## config.mk

```make
export PLATFORM = sky130hd
export DESIGN_NAME = axi_read_data_ctl
export DESIGN_NICKNAME = d
export VERILOG_FILES = /design/src/rtl/axi_read_data_ctl.sv
export SDC_FILE = /design/constraint.sdc
export NUM_CORES = 1
export LEC_CHECK = 0
export CORE_MARGIN = 2
export CORE_UTILIZATION = 30
export CTS_BUF_LIST = sky130_fd_sc_hd__clkbuf_4 sky130_fd_sc_hd__clkbuf_8
export CTS_CLUSTER_DIAMETER = 150
export DETAILED_ROUTE_END_ITERATION = 10
export GPL_ROUTABILITY_DRIVEN = 0
export GPL_TIMING_DRIVEN = 0
export MAX_ROUTING_LAYER = met4
export PLACE_DENSITY = 0.63
export SLEW_MARGIN = 30
export SYNTH_ARGS = -nofsm -noshare
export SYNTH_HDL_FRONTEND = slang
export SYNTH_SLANG_ARGS = --single-unit
```

## constraint.sdc

```tcl
create_clock -name clk -period 2.73 [get_ports clk]
set_clock_uncertainty 0.05 [all_clocks]
set_input_delay 0.546 -clock clk [delete_from_list [all_inputs] [get_ports clk]]
set_output_delay 0.546 -clock clk [all_outputs]
set_load 0.02 [all_outputs]
```

## src/rtl/axi_read_data_ctl.sv

```systemverilog
// axi_read_data_ctl: AXI R-channel to NoC flit converter for one packet.
// Decodes data-flit count and packet address from the header beats, tags
// head/tail, and forwards each beat through a one-stage output register.
// Optional feature macro: NOU_RD_RESP_CHECK_EN (sticky rresp/rlast error flag).

`ifndef NOU_PKT_FLIT_WIDTH
`define NOU_PKT_FLIT_WIDTH 8
`endif

module axi_read_data_ctl #(
    parameter int DATA_W  = 128,
    parameter int CNT_W   = `NOU_PKT_FLIT_WIDTH,
    parameter int LEN_LSB = 0,
    parameter int ADDR_W  = 32
) (
    input  logic              clk,
    input  logic              rst,
    input  logic              start_rd,
    input  logic [CNT_W-1:0]  header_flit_num,
    input  logic              axi_rvalid,
    output logic              axi_rready,
    input  logic [DATA_W-1:0] axi_rdata,
    input  logic [1:0]        axi_rresp,
    input  logic              axi_rlast,
    output logic              flit_vld,
    input  logic              flit_rdy,
    output logic [DATA_W-1:0] flit_data,
    output logic              flit_head,
    output logic              flit_tail,
    output logic [CNT_W-1:0]  data_flit_num,
    output logic [ADDR_W-1:0] pkt_addr,
    output logic              hdr_info_vld,
    output logic              busy,
    output logic              rd_done,
    output logic              rd_err
);

    typedef enum logic [3:0] {
        IDLE      = 4'b0001,
        RECV_HDR  = 4'b0010,
        RECV_DATA = 4'b0100,
        DRAIN     = 4'b1000
    } state_t;

    state_t             state, state_nxt;
    logic [CNT_W-1:0]   cnt, cnt_nxt;
    logic [CNT_W-1:0]   hdr_num;
    logic [CNT_W-1:0]   hdr_num_eff;
    logic               start_acc;
    logic               beat_acc;
    logic               hdr_last;
    logic               data_last;
    logic               tail_beat;
    logic               tail_hs;

    // Output pipeline register (stage p1)
    logic               vld_p1;
    logic [DATA_W-1:0]  data_p1;
    logic               head_p1;
    logic               tail_p1;

    // A header count below 2 still carries count and address beats
    assign hdr_num_eff = (header_flit_num < CNT_W'(2)) ? CNT_W'(2) : header_flit_num;
    assign start_acc   = (state == IDLE) && start_rd;
    assign busy        = (state != IDLE);
    assign axi_rready  = ((state == RECV_HDR) || (state == RECV_DATA)) && (!vld_p1 || flit_rdy);
    assign beat_acc    = axi_rvalid && axi_rready;
    assign hdr_last    = (cnt == hdr_num - CNT_W'(1));
    assign data_last   = (cnt == data_flit_num - CNT_W'(1));
    assign tail_hs     = vld_p1 && flit_rdy && tail_p1;

    assign flit_vld  = vld_p1;
    assign flit_data = data_p1;
    assign flit_head = head_p1;
    assign flit_tail = tail_p1;

    // Next-state, counter and tail-beat decode
    always_comb begin
        state_nxt = state;
        cnt_nxt   = cnt;
        tail_beat = 1'b0;
        case (state)
            IDLE: begin
                cnt_nxt = '0;
                if (start_rd) state_nxt = RECV_HDR;
            end
            RECV_HDR: begin
                if (beat_acc) begin
                    if (hdr_last) begin
                        cnt_nxt = '0;
                        if (data_flit_num == '0) begin
                            tail_beat = 1'b1;
                            state_nxt = DRAIN;
                        end else begin
                            state_nxt = RECV_DATA;
                        end
                    end else begin
                        cnt_nxt = cnt + CNT_W'(1);
                    end
                end
            end
            RECV_DATA: begin
                if (beat_acc) begin
                    if (data_last) begin
                        cnt_nxt   = '0;
                        tail_beat = 1'b1;
                        state_nxt = DRAIN;
                    end else begin
                        cnt_nxt = cnt + CNT_W'(1);
                    end
                end
            end
            DRAIN: begin
                if (tail_hs) state_nxt = IDLE;
            end
            default: begin
                state_nxt = IDLE;
                cnt_nxt   = '0;
            end
        endcase
    end

    // State, counter and latched header count
    always_ff @(posedge clk) begin
        if (rst) begin
            state   <= IDLE;
            cnt     <= '0;
            hdr_num <= '0;
        end else begin
            state <= state_nxt;
            cnt   <= cnt_nxt;
            if (start_acc) hdr_num <= hdr_num_eff;
        end
    end

    // Header field decode: count from beat 0, address from beat 1
    always_ff @(posedge clk) begin
        if (rst) begin
            data_flit_num <= '0;
            pkt_addr      <= '0;
            hdr_info_vld  <= 1'b0;
        end else begin
            hdr_info_vld <= beat_acc && (state == RECV_HDR) && (cnt == CNT_W'(1));
            if (beat_acc && (state == RECV_HDR)) begin
                if (cnt == '0) data_flit_num <= axi_rdata[LEN_LSB +: CNT_W];
                if (cnt == CNT_W'(1)) pkt_addr <= axi_rdata[ADDR_W-1:0];
            end
        end
    end

    // Stage p1: output flit register, holds while stalled downstream
    always_ff @(posedge clk) begin
        if (rst) begin
            vld_p1  <= 1'b0;
            data_p1 <= '0;
            head_p1 <= 1'b0;
            tail_p1 <= 1'b0;
        end else if (beat_acc) begin
            vld_p1  <= 1'b1;
            data_p1 <= axi_rdata;
            head_p1 <= (state == RECV_HDR) && (cnt == '0);
            tail_p1 <= tail_beat;
        end else if (flit_rdy) begin
            vld_p1  <= 1'b0;
            head_p1 <= 1'b0;
            tail_p1 <= 1'b0;
        end
    end

    // Completion pulse one cycle after the tail flit is handed off
    always_ff @(posedge clk) begin
        if (rst) rd_done <= 1'b0;
        else     rd_done <= (state == DRAIN) && tail_hs;
    end

`ifdef NOU_RD_RESP_CHECK_EN
    // Sticky response-error flag, cleared when a new packet starts
    always_ff @(posedge clk) begin
        if (rst)
            rd_err <= 1'b0;
        else if (start_acc)
            rd_err <= 1'b0;
        else if (beat_acc && ((axi_rresp != 2'b00) || !axi_rlast))
            rd_err <= 1'b1;
    end
`else
    logic unused_resp;
    assign unused_resp = ^{axi_rresp, axi_rlast};
    assign rd_err      = 1'b0;
`endif

endmodule

```

## Word level (Yosys, flattened, before mapping)

Index checks and enable logic that the tools add are counted.

| word-level totals | value |
|---|---|
| bits of input ports | 144 |
| output and inout bits | 176 |
| word-level logic and storage cells | 71 |
| bits in registers | 193 |

| operators by class | value |
|---|---|
| add/subtract/negate cells | 3 |
| mux-type cells | 22 |
| reduce and logical (&&, ||, !) cells | 19 |
| bitwise gates (word level) | 1 |
| equal/unequal tests | 14 |
| magnitude comparators | 1 |

Operator list:

| cell | number |
|---|---|
| $mux 8 | 5 |
| $mux 4 | 7 |
| $pmux 8 s3 | 1 |
| $eq 8x8->1 | 2 |
| $logic_not 8->1 | 2 |
| $pmux 4 s4 | 1 |
| $sub 8x1->8 const B | 2 |
| $ne 2x2->1 const B | 6 |
| $logic_and 1x1->1 | 9 |
| $add 8x1->8 const B | 1 |
| $eq 8x1->1 const B | 1 |
| $lt 8x2->1 const B | 1 |
| $mux 1 | 7 |
| $reduce_and 6->1 | 1 |
| $eq 4x1->1 const B | 1 |
| $eq 4x2->1 const B | 1 |
| $eq 4x3->1 const B | 1 |
| $eq 4x4->1 const B | 1 |
| $ne 4x1->1 const B | 1 |
| $reduce_and 2->1 | 2 |
| $reduce_and 3->1 | 1 |
| $logic_or 1x1->1 | 2 |
| $pmux 1 s2 | 1 |
| $reduce_bool 2->1 | 1 |
| 2 further kinds | 2 |

## Depth between registers and ports, before layout

| logic depth | value |
|---|---|
| depth after elaboration | 6 |
| gate-level depth with buffers | 11 |
| mapped depth without buffers | 10 |

## Worst setup path before layout

No wires, ideal clock.

| timing path | value |
|---|---|
| kind | register to register |
| start | reg data_flit_num[0] |
| end | reg cnt[6] |
| buffers on the path | 1 |
| stages on the path, launching flop included | 12 |
| path slack | 185 ps |
| data required time | 2,563 ps |
| arrival time | 2,378 ps |
| clock period less this slack | 2,545 ps |
| library setup time | 117 ps |
| path through | dfxtp_1 inv_1 ha_1 clkbuf_2 xor2_1 a311oi_1 a221oi_1 nor4_1 a31o_2 a211oi_4 a21o_1 a22o_2 |

| between the ends | value |
|---|---|
| word-level cells in the longest chain between the ends | 5 |

Ends and longest elaborated chain:

| item | RTL line | text |
|---|---|---|
| start, declared | 30 | `output logic [CNT_W-1:0] data_flit_num,` |
| start signal, assigned | 145 | `if (cnt == '0) data_flit_num <= axi_rdata[LEN_LSB +: CNT_W];` |
| $sub 8x1->8 | 69 | `assign data_last = (cnt == data_flit_num - CNT_W'(1));` |
| $eq 8x8->1 | 69 |  |
| $mux 8 | 104 | `if (data_last) begin` |
| $mux 8 | 103 | `if (beat_acc) begin` |
| $pmux 8 s3 | 82 | `case (state)` |
| end signal, assigned | 131 | `cnt <= cnt_nxt;` |
| end, declared | 46 | `logic [CNT_W-1:0] cnt, cnt_nxt;` |

No other way between the ends. The select of a mux whose other input is x is not followed.
A chain may end at the register's enable or synchronous reset.

## Final worst setup path

Ends and elaborated chain as after synthesis.

==> run metrics <==
Initial Utilization a little under a third; area leader, netlist dfxtp_1; first-pass GRT wire length just over 40000 um; largest net degree at the start of global routing 19; CTS sink cnt 193; FFs w/ async S/R, synth 0%; placed instance area 11010 um2; Max Buffers Root-to-Sink 2; Post-Syn Instances 960; syn_nets around 1100; antenna diode count 0; root buf cell clkbuf_8; Critical-path top delay cell dfxtp_4; vias per cell 4.659; DRT iter0 DRCs 436; Slew headroom around 48%; setup TNS 0 ns; hold_buf cts 0; CP bufs+invs 2; drt first pass iters 4; Final Cycle Share 95.92%; final worst setup slack 0.1113 ns; core region area around 24000 um2; TritonCTS clock tree yes; Seq/Total Area, Yosys 51.75%; dpl hpwl approximately 20000 um; Row Count 57; Total GRT Usage 20.32%; RSZ-0062 raised after global routing true; drc violations 0; startpoint types flip-flop; pwr dens 476.0 nW/um2; CP top delay family compound AO/OA/AOI/OAI gates; Yosys reg bits 193; HP Class primary input to flip-flop; final instance area 11470 um2; synthesis-to-finish area growth 53.59%; vias in the first global route 7140; DRT Wirelength 26680 um; fin crit period 2.619 ns; DP Worst Slack -0.5300 ns; layout cell share with drive strength beyond 1 under 10%; most used flip-flop cell after synthesis dfxtp_1; Final nets 1443; Max Slew Vio Count 0; Die Wd 161.8 um; Fin. Hold Viols 0; clock-pin slew on the worst setup and hold paths 0.10 ns; Vias between 7000 and 8000; initial antenna violation count 0; Synth Warn # 0; port buffer count approximately 310; FMAX around 380 MHz; post-synthesis instance area 7466 um2; Post-Syn Area per Cell 7.777 um2; GR Overflow Total 0; number of distinct library cells after synthesis 57; most common cell in the netlist nand2_1; die span in y 161.8 um; Worst Path Required about 3.0 ns; Setup Viol. Count Final 0; status finished clean; number of synthesized flops with an enable pin 0; Peak VDD IR around 0.00026 V; critical-path cell list inv_1 -> ha_4 -> xor2_2 -> a311oi_2 -> a221oi_1 -> nor4_1 -> a31o_2 -> a211oi_4 -> buf_4 -> a21o_1 -> a22o_2; post-route ant nets 0; top cells by instance count after synthesis nand2_1, dfxtp_1, a21oi_1; Largest stage delay, worst path 0.40 ns; CP endpoint kind flip-flop; P_leak 3.863 nW; Yosys top cell area share roughly half; IO Pins 320; Skew-Pair Late Insertion Delay ~0.47 ns; Num CTS Buffers 17; H-Tree Depth 4; WL per Instance 16.37 um; Data arrival, critical path slightly below 3 ns; Crit Path Category flip-flop to flip-flop; Max FO, Critical Path 10; ranking of synthesized cells by area dfxtp_1, nand2_1, a21oi_1; Die ar. 26160 um2; Max Cap Viol 0; worst slew pin tran 0.7818 ns
[report_power, final]
part	switching, mW	total (mW)	internal (mW)
logic	0.325	0.667	0.342
clock network	1.13	1.89	0.762
registers	0.0384	2.90	2.86
total	1.49	5.46	3.97
[worst paths after layout]
kind	endpoint	start	cells past startpoint	slack (ns)
setup / recovery	cnt[6]	data_flit_num[0]	11	0.11
hold / removal	state[0]	rst	2	0.28
setup reg to reg	cnt[6]	data_flit_num[0]	11	0.11
hold reg to reg	pkt_addr[29]	pkt_addr[29]	2	0.41
[final cells by class]
class | instances | area (um2)
fill | 2473 | 12920
sequential | 193 | 3871
multi-input combinational | 688 | 3314
timing repair buffer | 316 | 3161
tap | 324 | 405.4
buffer | 67 | 287.8
clock buffer | 18 | 241.5
clock inverter | 13 | 145.1
inverter | 11 | 41.29
[per-layer routing]
| metal | routed length, um | vias up | GRT usage [%] | part of all wire, % |
|---|---|---|---|---|
| li1 | - | 3808 | - | - |
| met1 | 11870 | 3528 | 25.31 | 44 |
| met2 | 12810 | 221 | 33.06 | 48 |
| met3 | 1498 | 37 | 4.724 | 5.6 |
| met4 | 497 | 0 | 5.833 | 1.9 |
| met5 | 0 | - | - | 0 |
[placed cells by master, fill, tap and decap left out, types with 4 or more instances in the layout]
cell and instances:
xor2_1 7, clkinvlp_4 4, nand3_1 8, and3_1 5, buf_2 6, dfxtp_1 191, xnor2_1 9, nor2_1 15
nor2b_1 4, a31oi_1 4, buf_1 7, nor4_1 5, a21oi_1 190, nand2_1 373, nand2b_1 5, clkbuf_8 17
nor3_1 5, ha_1 4, clkdlybuf4s50_1 313, clkbuf_1 48, inv_1 11, and2_1 5
[registers in the layout (all words and copies together) (netlist names), 4 cells and up]
signal,flops
hdr_num,8
cnt,8
flit_data,128
pkt_addr,32
state,4
data_flit_num,8
[worst reg2reg max path: cells and delay by family (launching register included)]
family	cells	cell delay, ns
xor gates and xnor gates	1	0.16
and+or+nand+nor	1	0.34
DFF	1	0.40
adders and majority gates	1	0.20
AOI/OAI and AO/OA	6	1.10
buffers and inverters	2	0.27
[cell families (layout without fill, tap and decap cells)]
group                    Yosys count  in the layout  synth area share (%)
other                              1              1               0.05023
multiplexers                       3              3                0.4022
buffers and inverters             79            425                 4.441
flip-flops                       193            193                 51.75
AND/OR/NAND/NOR                  440            440                 23.98
AO/OA/AOI/OAI                    222            222                 16.54
adder cells (fa/ha/maj)            5              5                0.8379
XOR/XNOR                          17             17                 1.994
[stage by stage]
| step | util [%] | power [mW] | hold slack [ns] | cells |
|---|---|---|---|---|
| finish | 47.01 | 5.459 | 0.2753 | 1630 |
| global route | 47.01 | 5.695 | 0.2771 | 1630 |
| CTS | 46.84 | 5.528 | 0.2578 | 1630 |
| detailed placement | 45.16 | 3.634 | 0.3949 | 1598 |
| global placement | 45.16 | 3.630 | 0.3876 | 1598 |
| floorplan | - | 3.248 | 0.3988 | 960 |
[what timing repair did]
action	CTS	global route
gates resized for setup	6	10
pin swaps	2	3
setup buffers	1	1
setup endpoints to repair	113	12
No activity file was read; power rests on OpenSTA's default activity.
